$ cat config.mk
export PLATFORM = sky130hd
export DESIGN_NAME = mq_byte_packer
export DESIGN_NICKNAME = d
export VERILOG_FILES = /design/src/rtl/mq_byte_packer.sv
export SDC_FILE = /design/constraint.sdc
export NUM_CORES = 1
export LEC_CHECK = 0
export BUFFER_PORTS_ARGS = -buffer_cell sky130_fd_sc_hd__buf_2
export CELL_PAD_IN_SITES_DETAIL_PLACEMENT = 1
export CELL_PAD_IN_SITES_GLOBAL_PLACEMENT = 2
export CORE_MARGIN = 2
export CORE_UTILIZATION = 39
export CTS_BUF_LIST = sky130_fd_sc_hd__clkbuf_8
export DETAILED_ROUTE_END_ITERATION = 8
export GPL_TIMING_DRIVEN = 1
export PLACE_DENSITY_LB_ADDON = 0.1
export REMOVE_ABC_BUFFERS = 1
export SLEW_MARGIN = 15
export SYNTH_ARGS = -nofsm -noshare
export SYNTH_HDL_FRONTEND = slang
export SYNTH_SLANG_ARGS = --single-unit
$ cat constraint.sdc
create_clock -name clk -period 4 [get_ports clk]
set_input_delay 0.8 -clock clk [delete_from_list [all_inputs] [get_ports clk]]
set_output_delay 0.8 -clock clk [all_outputs]
set_load 0.01 [all_outputs]
$ cat src/rtl/mq_byte_packer.sv
// Packs the MQ coder's 0..2 bytes per cycle into 32-bit codestream words,
// with a flush sequence that emits a final, possibly partial, word.
module mq_byte_packer #(
    parameter int FIFO_DEPTH = 16
) (
    input  logic        clk,
    input  logic        rst,
    input  logic [15:0] ByteOut,
    input  logic [7:0]  BP,
    input  logic        flush_out,
    output logic [31:0] WordOut,
    output logic        WordValid,
    input  logic        WordReady,
    output logic [2:0]  WordBytes,
    output logic        WordLast,
    output logic        Ovf,
    output logic        Err
);

    localparam int AW = $clog2(FIFO_DEPTH);
    localparam int CW = AW + 1;

    typedef enum logic [1:0] {RUN, FLUSH, DONE} state_t;

    state_t          state, state_next;
    logic [7:0]      mem [FIFO_DEPTH];
    logic [AW-1:0]   wr_ptr, rd_ptr;
    logic [CW-1:0]   count;
    logic            primed;
    logic [7:0]      bp_prev;
    logic            flush_d;

    logic [7:0]      delta;
    logic            flush_rise;
    logic            load_ok;
    logic            do_load;
    logic            ld_last;
    logic [2:0]      ld_bytes;
    logic [2:0]      pop_n;
    logic [1:0]      push_n;
    logic [CW-1:0]   free_sp;
    logic [31:0]     ld_word;
    logic            set_err;
    logic            set_ovf;

    assign delta      = BP - bp_prev;
    assign flush_rise = flush_out & ~flush_d;
    assign load_ok    = ~WordValid | WordReady;

    // Output-side control: decides whether the word register loads and how many bytes leave the FIFO.
    // NOTE: every always_comb output gets a default first so no path leaves it unassigned (no latch).
    always_comb begin
        state_next = state;
        do_load    = 1'b0;
        ld_last    = 1'b0;
        ld_bytes   = 3'd0;
        pop_n      = 3'd0;
        unique case (state)
            RUN: begin
                if (flush_rise) state_next = FLUSH;
                if (load_ok && count >= CW'(4)) begin
                    do_load  = 1'b1;
                    ld_bytes = 3'd4;
                    pop_n    = 3'd4;
                end
            end
            FLUSH: begin
                if (WordValid && WordLast) begin
                    if (WordReady) state_next = DONE;
                end else if (load_ok) begin
                    do_load = 1'b1;
                    if (count > CW'(4)) begin
                        ld_bytes = 3'd4;
                        pop_n    = 3'd4;
                    end else begin
                        ld_bytes = 3'(count);
                        pop_n    = 3'(count);
                        ld_last  = 1'b1;
                    end
                end
            end
            DONE: begin
                if (!flush_out) state_next = RUN;
            end
            default: state_next = RUN;
        endcase
    end

    // Input side: a step is pushed whole or not at all, judged against space left after this cycle's pop.
    always_comb begin
        push_n  = 2'd0;
        set_err = 1'b0;
        set_ovf = 1'b0;
        free_sp = CW'(FIFO_DEPTH) - count + CW'(pop_n);
        if (primed && state != DONE) begin
            if (delta > 8'd2) begin
                set_err = 1'b1;
            end else if (delta != 8'd0 && state == RUN) begin
                if (free_sp < CW'(delta[1:0])) set_ovf = 1'b1;
                else                           push_n  = delta[1:0];
            end
        end
    end

    // Lanes beyond the byte count stay zero, which gives the padded final word.
    always_comb begin
        ld_word = '0;
        for (int i = 0; i < 4; i++) begin
            if (3'(i) < ld_bytes) ld_word[31-8*i -: 8] = mem[rd_ptr + AW'(i)];
        end
    end

    // NOTE: the byte storage has no reset; emptiness is defined by the pointers and count alone.
    always_ff @(posedge clk) begin
        if (push_n == 2'd2) begin
            mem[wr_ptr]          <= ByteOut[15:8];
            mem[wr_ptr + AW'(1)] <= ByteOut[7:0];
        end else if (push_n == 2'd1) begin
            mem[wr_ptr] <= ByteOut[7:0];
        end
    end

    // NOTE: sequential state uses non-blocking assignments so all registers update from pre-edge values.
    always_ff @(posedge clk or negedge rst) begin
        if (!rst) begin
            state     <= RUN;
            primed    <= 1'b0;
            bp_prev   <= 8'd0;
            flush_d   <= 1'b0;
            wr_ptr    <= '0;
            rd_ptr    <= '0;
            count     <= '0;
            WordValid <= 1'b0;
            WordOut   <= 32'd0;
            WordBytes <= 3'd0;
            WordLast  <= 1'b0;
            Ovf       <= 1'b0;
            Err       <= 1'b0;
        end else begin
            state   <= state_next;
            primed  <= 1'b1;
            bp_prev <= BP;
            flush_d <= flush_out;
            wr_ptr  <= wr_ptr + AW'(push_n);
            rd_ptr  <= rd_ptr + AW'(pop_n);
            count   <= count - CW'(pop_n) + CW'(push_n);
            if (set_err) Err <= 1'b1;
            if (set_ovf) Ovf <= 1'b1;
            if (do_load) begin
                WordValid <= 1'b1;
                WordOut   <= ld_word;
                WordBytes <= ld_bytes;
                WordLast  <= ld_last;
            end else if (WordReady) begin
                WordValid <= 1'b0;
            end
        end
    end

endmodule

==> reports/metrics.yaml, run 1 <==
outcome: "finished with violations"
violations: "setup timing"
cp_cell_sequence: "inv_2 -> ha_4 -> nor2b_4 -> nand3_4 -> ha_4 -> inv_2 -> fa_1 -> ha_1 -> a21boi_2 -> nor3_2 -> o31ai_4 -> nand2_2 -> buf_6 -> nor3_4 -> ha_4 -> inv_4 -> or2_4 -> or3_4 -> nor2_4 -> a21oi_2"
layout.nets: 1338
multi_input_area_mm2: 0.00774
crit_slowest_cell: "or3_4"
power_density_mw_per_mm2: 615
place_inst: 1668
port_buffers: 66
synth.distinct_cells: 58
grt_max_degree: 65
crit_path_end_kind: "flop"
finalClockSkew_ps: 18.8
p_clk_share_pct: 14.3
drc_errors: 0
cts_buffers: 17
dr.first_iter.drc_count: 932
initial_core_util_pct: 39.5
final_util_pct: 49.4
fin_cells: 1730
maxCapViolCount: 0
syn_inst: 1127
first_pass_iters: 5
die_area_mm2: 0.0343
synth_ff_type: "edfxtp_1"
viasPerCell: 5.91
grt_pass1_vias: 10228
htreeDepth: 4
slew_viol_final: 0
r2r-start: "count[3]"
regArea_mm2: 0.00545
final.period_utilization_pct: 104
fmax_ghz: 0.240
areaGrowthSynthToFinish_pct: 25.1
power_frac_seq_pct: 27.0
cp-start-kind: "flop"
synth-edff-count: 128
internal_power_w: 0.00550
die_h_um: 185
grt_pass1_wl_mm: 68.1
syn_avg_cell_area_um2: 11.4
clkTransAtPathRegs_ps: 120
clk_path_buf_depth: 2
die_x_um: 185
cp_max_fo: 8
slew_headroom_pct: 34.2
layout_commonest_cell: "nand2_1"
yosysWarnings: 0
fin_setup_tns_ps: -16500
cts.sinks: 192
ctsHoldBuffers: 0
antenna_found_initial: 0
cts.root.buffer_cell: "clkbuf_8"
cpPeakStageDelay_ps: 500
crit_required_ps: 4270
cts_tree: "yes"
rsz0062_at_grt: "yes"
cpMostUsedCell: "ha_4"
gr-total-overflow: 0
hold_class: "in2async"
ys_ff_latch: 192
period_needed_ps: 4160
ant_nets: 0
layout_common_cells: "145 x nand2_1, 128 x edfxtp_1, 98 x buf_4"
coreArea_mm2: 0.0325
seq_area_frac_synth_pct: 42.5
path_class: "reg2reg"
layout_setup_ws_ps: -159
async_flop_share_pct: 33.3
layout-drive-gt1-share_pct: 40.0
ir_drop_mv: 0.508
rows: 66
cp-startpoint: "count[3]"
avgRoutedWirePerCell_um: 26.8
combPwrFrac_pct: 58.7
finalHoldViolCount: 0
antennaDiodeCount: 0
hpwl_mm: 32.0
clk_latency_ps: 510
p_leak_nw: 6.07
grt_usage_pct: 27.7
p_sw_share_pct: 44.2
crit_buf_inv: 4
tightest_slew_ps: 986
crit_family: "simple AND/OR/NAND/NOR gates"
p_switching_w: 0.00436
gp_congestion: 0.885
ios: 67
synthesis.area_mm2: 0.0128
setup_violations: 172
dr_total_vias: 10228
fillers: 3424
drt-total-wl_mm: 46.5
cp.arrival_ps: 4430
## routing by layer
metal | track usage, % | routed length [µm] | vias up
li1 | - | - | 4538
met1 | 39.5 | 21000 | 5281
met2 | 42.8 | 21500 | 349
met3 | 5.94 | 3060 | 60
met4 | 6.86 | 901 | 0
met5 | 0 | 0 | -
## logic make-up after synthesis
kind of cell | Yosys count | share of synthesized area (%)
AO/OA/AOI/OAI | 157 | 7.98
other | 1 | 0.0293
adder cells (fa/ha/maj) | 35 | 3.77
flip-flops | 192 | 42.5
buffers and inverters | 121 | 4.32
multiplexers | 244 | 27.6
AND/OR/NAND/NOR | 361 | 12.6
XOR/XNOR | 16 | 1.21
## state kept, by name, summed over array words and instances (netlist names), 2 cells and up
register   flops
rd_ptr         4
WordOut       32
bp_prev        8
mem          128
count          5
wr_ptr         4
state          2
WordBytes      3
## final cells by class
type / count / area share, %
Timing Repair Buffer: 206 / 10.9
Clock inverter: 15 / 1.08
Inverter: 35 / 0.835
Clock buffer: 17 / 1.46
Multi-Input combinational cell: 823 / 48.3
Tap cell: 442 / 3.45
Sequential cell: 192 / 34.0
## power groups by stage
stage | registers [W] | clock network [W] | logic (W)
after detailed placement | 0.00268 | 0 | 0.00548
after global routing | 0.00270 | 0.00150 | 0.00628
final | 0.00266 | 0.00141 | 0.00579
after global placement | 0.00267 | 0 | 0.00539
after floorplan | 0.00287 | 0 | 0.00330
after CTS | 0.00266 | 0.00144 | 0.00567
## cells in the mapped netlist, drive strengths merged, types with 8 or more instances
master	count	area (µm²)
dfrtp	64	1600
nand4	15	93.8
nor2	84	333
nand2b	18	113
buf	42	257
mux2	88	991
nor2b	12	75.1
mux4	74	1720
ha	29	363
o21ai	8	40.0
edfxtp	128	3840
nand3	63	315
clkbuf	44	165
a21oi	73	369
mux2i	82	821
nand2	148	556
a211oi	8	60.1
nor3	9	45.0
a22o	25	219
xnor2	10	103
inv	35	131
## through the flow
stage	worst slack, ps	hold slack [ps]	power (W)	instance area, µm²
floorplan	-2560	439	0.00616	12400
global placement	-1030	449	0.00805	14400
detailed placement	-1000	451	0.00816	14400
CTS	-105	376	0.00976	15400
global route	-323	395	0.0105	16000
finish	-159	408	0.00986	16000
## worst paths after layout
check                           slack [ps]           to  cells past startpoint
worst min-delay path                   410  WordOut[22]                      1
worst max-delay path                  -160    mem[5][6]                     20
min in group clk                       410      flush_d                      1
max in group asynchronous             2940    rd_ptr[0]                      1
worst max register to register        -160    mem[5][6]                     20
worst min register to register         470          Err                      1
## timing repair
| item | 4_1_cts | 5_1_grt |
|---|---|---|
| resized for setup | 106 | 131 |
| setup endpoints to repair | 262 | 262 |
| buffers inserted | 10 | 10 |
| gates cloned | 10 | 2 |
| pin swaps | 20 | 26 |
No activity file was read; power rests on OpenSTA's default activity.
==> run 2, diff against run 1 <==
- CORE_UTILIZATION: 39 -> 40
- clock period: 4 -> 4.7 ns (I/O delays scaled with it)
==> run 2 against run 1 <==
- the flow now finishes without violations
- register-to-register slack improved by 490 ps
- final cell count decreased by 5.7%
- global-route usage decreased by 0.31 points
==> reports/metrics.yaml, run 2 (synthesis results as in run 1) <==
cp.arrival_ps: 4800
power_frac_seq_pct: 27.7
htreeDepth: 4
crit_family: "adder cells"
crit_required_ps: 5130
grt_pass1_vias: 9982
avgRoutedWirePerCell_um: 27.0
hold_class: "reg2reg"
ant_nets: 0
period_needed_ps: 4370
die_x_um: 183
crit_buf_inv: 3
finalHoldViolCount: 0
slew_headroom_pct: 25.2
maxCapViolCount: 0
cp_max_fo: 4
rows: 65
grt_pass1_wl_mm: 66.4
setup_violations: 0
total_power_w: 0.00804
p_leak_nw: 5.55
grt_usage_pct: 27.4
coreArea_mm2: 0.0316
p_sw_share_pct: 45.1
gp_congestion: 0.867
layout_common_cells: "148 x nand2_1, 128 x edfxtp_1, 87 x mux2_2"
path_class: "reg2reg"
port_buffers: 66
clk_latency_ps: 510
clkTransAtPathRegs_ps: 100
die_area_mm2: 0.0335
grt.busiest_layer: "met1"
cts_buffers: 17
ios: 67
cp_cell_sequence: "inv_1 -> ha_1 -> nor2b_2 -> nand3_1 -> ha_1 -> inv_1 -> fa_1 -> ha_1 -> a21boi_1 -> nor3_2 -> o31ai_4 -> nand2_1 -> or3_4 -> fa_1 -> inv_1 -> fa_1 -> a21o_1 -> a21oi_1 -> xor2_1"
cts.sinks: 192
antenna_found_initial: 0
areaGrowthSynthToFinish_pct: 14.1
internal_power_w: 0.00441
dr_total_vias: 9820
cp-startpoint: "count[3]"
finalClockSkew_ps: 18.6
drc_errors: 0
gr-total-overflow: 0
crit_path_end_kind: "flop"
r2r-start: "count[3]"
cts.root.buffer_cell: "clkbuf_8"
use_met1_pct: 41.0
final.period_utilization_pct: 92.9
use_met2_pct: 40.9
tightest_slew_ps: 1120
dr.first_iter.drc_count: 946
cts_tree: "yes"
drt-total-wl_mm: 44.1
p_switching_w: 0.00363
fmax_ghz: 0.229
die_h_um: 183
gr-usage-met3_pct: 5.28
ctsHoldBuffers: 0
layout_commonest_cell: "nand2_1"
power_density_mw_per_mm2: 550
reg_top3: "mem: 128 flops, WordOut: 32 flops, bp_prev: 8 flops"
largest_reg_flops: 128
layout-drive-gt1-share_pct: 29.4
outcome: "finished clean"
crit_slowest_cell: "fa_1"
final_util_pct: 46.3
initial_core_util_pct: 40.6
top_register: "mem"
p_clk_share_pct: 13.5
cp-start-kind: "flop"
cpPeakStageDelay_ps: 490
ir_drop_mv: 0.340
grt_max_degree: 65
hpwl_mm: 31.7
first_pass_iters: 7
combPwrFrac_pct: 58.8
viasPerCell: 6.02
hold_start: "WordBytes[1]"
clk_path_buf_depth: 2
slew_viol_final: 0
layout.nets: 1279
## run 2: cell types whose count changed in the layout (fill, tap and decap cells not counted), sizes merged
cell,delta
clkinvlp,+2
buf,-49
diode,+1
clkbuf,-1
mux2,-8
or3,-1
bufinv,-2
## run 2: timing repair
action,4_1_cts,5_1_grt
pin swaps,0,1
buffers inserted,0,4
gates resized for setup,1,17
endpoints found under the setup margin,1,235
## run 2: routing by layer
layer / wire length [µm] / vias up / part of all wire, %
li1: - / 4385 / -
met1: 20900 / 5069 / 47
met2: 19200 / 325 / 44
met3: 3300 / 41 / 7.5
met4: 673 / 0 / 1.5
met5: 0 / - / 0
## run 2: path summary, 6_finish.rpt
path	to	slack (ps)	cells after the start
max reg2reg	count[4]	330	19
min reg2reg	WordBytes[1]	480	2
max	count[4]	330	19
max in group asynchronous	rd_ptr[0]	3490	1
min in group asynchronous	WordLast	560	1
min	WordBytes[1]	480	2
## run 2: stage by stage
stage                     hold slack (ps)  setup WS [ps]  TNS, ps  instances  instance area, µm²
final                                 477            335        0       1632               14600
after global routing                  511          -9.85    -9.85       1631               14600
after CTS                             487           81.7        0       1627               14500
after detailed placement              461           -293   -40480       1595               14200
after global placement                456           -286   -32830       1595               14200
after floorplan                       439          -1860  -335340       1041               12400
## run 2: layout make-up
cell class,count,area (µm²)
Clock inverter,15,129
Sequential cell,192,5450
Antenna cell,1,2.50
Inverter,35,131
Multi-Input combinational cell,814,6920
Timing Repair Buffer,156,1250
Fill cell,3391,16900
Clock buffer,17,234
Tap cell,402,503
## run 2: power groups by stage
stage | combinational [W] | clock (W) | sequential, W
2_1_floorplan | 0.00281 | 0 | 0.00244
3_3_place_gp | 0.00460 | 0 | 0.00226
3_5_place_dp | 0.00465 | 0 | 0.00227
4_1_cts | 0.00467 | 0.00112 | 0.00223
5_1_grt | 0.00512 | 0.00117 | 0.00227
6_report | 0.00473 | 0.00108 | 0.00223
## run 2: worst reg2reg max path, stage by stage, from the launching register on
cell and delay (ps):
dfrtp_1 420, inv_1 90, ha_1 190, nor2b_2 170
nand3_1 120, ha_1 220, inv_1 70, fa_1 410
ha_1 280, a21boi_1 180, nor3_2 80, o31ai_4 70
nand2_1 120, or3_4 370, fa_1 490, inv_1 60
fa_1 440, a21o_1 190, a21oi_1 170, xor2_1 150
==> run 3, diff against run 2 <==
- BUFFER_PORTS_ARGS: -buffer_cell sky130_fd_sc_hd__buf_2 -> unset
- DONT_BUFFER_PORTS: unset -> 1
- SKIP_CTS_REPAIR_TIMING: unset -> 1
==> run 3 against run 2 <==
- register-to-register slack got worse by 80 ps
- clock-buffer cell count did not move
- core utilization fell by 1.2 points
- cell area fell by 2.6%
- worst setup slack got worse by 78 ps
- sequential share of layout area rose by 1.0 points
- largest cell class unchanged
- largest power group unchanged
- power fell by 2.7%
==> reports/metrics.yaml, run 3 (synthesis results as in run 1) <==
final.period_utilization_pct: 94.5
dr_wl_met3_mm: 3.13
cp.arrival_ps: 4890
gr-total-overflow: 0
layout.nets: 1205
grt_pass1_vias: 9688
total_power_w: 0.00782
die_h_um: 183
coreArea_mm2: 0.0316
drc_errors: 0
drt-met1-wl_mm: 20.8
cts_tree: "yes"
top_layer_used: "met4"
setup_violations: 0
top_register: "mem"
period_needed_ps: 4440
first_pass_iters: 5
port_buffers: 0
layout_common_cells: "146 x nand2_1, 128 x edfxtp_1, 81 x mux2i_1, 81 x mux2_2"
gp_congestion: 0.821
path_class: "reg2reg"
grt_max_degree: 102
cp-start-kind: "flop"
postPlaceCellArea_mm2: 0.0138
power_frac_seq_pct: 29.9
outcome: "finished clean"
layout_setup_ws_ps: 257
dr_total_vias: 9523
largest_reg_flops: 128
grt_usage_pct: 27.0
crit_path_end_kind: "flop"
hpwl_mm: 31.2
ios: 67
ant_nets: 0
fin_setup_tns_ps: 0
layout-drive-gt1-share_pct: 24.9
reg_top3: "mem: 128 flops, WordOut: 32 flops, bp_prev: 8 flops"
viasPerCell: 6.11
dr.first_iter.drc_count: 889
power_density_mw_per_mm2: 550
finalClockSkew_ps: 21.9
crit_slowest_cell: "fa_1"
drt-total-wl_mm: 43.5
hold_class: "in2async"
cts.root.buffer_cell: "clkbuf_8"
cp_cell_sequence: "nand2b_1 -> a21oi_2 -> nand3_1 -> ha_1 -> inv_1 -> fa_1 -> ha_1 -> a21boi_0 -> nor3_1 -> o31ai_2 -> nand2_1 -> or3_4 -> fa_1 -> inv_1 -> fa_1 -> a21o_1 -> a21oi_1 -> xor2_1"
p_clk_share_pct: 15.0
cts_buffers: 17
cts.sinks: 192
ir_drop_mv: 0.377
finalHoldViolCount: 0
initial_core_util_pct: 40.6
layout_commonest_cell: "nand2_1"
tightest_slew_ps: 1220
crit_family: "adder cells"
slew_headroom_pct: 18.6
slew_viol_final: 0
pre_cts_slack_ps: -217
die_x_um: 183
combPwrFrac_pct: 55.1
crit_required_ps: 5150
postLayoutCellArea_mm2: 0.0142
clkTransAtPathRegs_ps: 120
clk_latency_ps: 530
cp_max_fo: 4
fmax_ghz: 0.225
wl_met2_mm: 18.9
internal_power_w: 0.00428
clk_path_buf_depth: 2
rows: 65
areaGrowthSynthToFinish_pct: 11.1
die_area_mm2: 0.0335
maxCapViolCount: 0
crit_buf_inv: 2
final_util_pct: 45.1
cpPeakStageDelay_ps: 490
p_sw_share_pct: 45.3
grt_pass1_wl_mm: 65.6
antenna_found_initial: 0
regToRegSetupSlack_ps: 260
p_switching_w: 0.00355
htreeDepth: 4
cpMostUsedCell: "fa_1"
p_leak_nw: 5.25
avgRoutedWirePerCell_um: 27.9
[run 3: cell count changes in the layout (fill, tap and decap cells not counted), sizes merged]
cell and delta:
buf -74, clkinv +1, clkinvlp -1
[run 3: worst register-to-register path: stages (launching register included)]
cell and delay [ps]:
dfrtp_1 450, nand2b_1 180, a21oi_2 220, nand3_1 150, ha_1 220, inv_1 70
fa_1 410, ha_1 280, a21boi_0 190, nor3_1 90, o31ai_2 90, nand2_1 150
or3_4 370, fa_1 490, inv_1 70, fa_1 430, a21o_1 190, a21oi_1 160
xor2_1 150
[run 3: power groups by stage]
stage / clock network (W) / registers (W) / logic [W]
final: 0.00117 / 0.00234 / 0.00431
after floorplan: 0 / 0.00244 / 0.00281
after global routing: 0.00125 / 0.00238 / 0.00470
after global placement: 0 / 0.00238 / 0.00421
after detailed placement: 0 / 0.00239 / 0.00427
after CTS: 0.00119 / 0.00235 / 0.00428
[run 3: per-stage QoR]
| step | std cells | hold slack (ps) |
|---|---|---|
| after global routing | 1557 | 74.7 |
| after global placement | 1522 | 462 |
| after detailed placement | 1522 | 475 |
| after floorplan | 1041 | 439 |
| final | 1558 | 97.6 |
| after CTS | 1554 | 71.7 |
[run 3: routing by layer]
| metal | track usage (%) | vias up |
|---|---|---|
| li1 | - | 4232 |
| met1 | 41.5 | 4945 |
| met2 | 39.3 | 305 |
| met3 | 5.16 | 41 |
| met4 | 6.14 | 0 |
| met5 | 0 | - |
[run 3: final timing paths]
kind                            startpoint   endpoint  cells after the start
worst max-delay path              WordLast   count[4]                     18
worst min register to register    state[1]   state[0]                      1
worst min-delay path                   rst   WordLast                      0
min in group clk                 flush_out    flush_d                      0
worst max register to register    WordLast   count[4]                     18
max in group asynchronous              rst  wr_ptr[1]                      0
[run 3: final cells by class]
class,count,area [µm²]
Inverter,35,131
Multi-Input combinational cell,814,6930
Sequential cell,192,5450
Clock buffer,17,234
Fill cell,3383,17300
Tap cell,402,503
Timing Repair Buffer,82,803
Antenna cell,1,2.50
Clock inverter,15,180
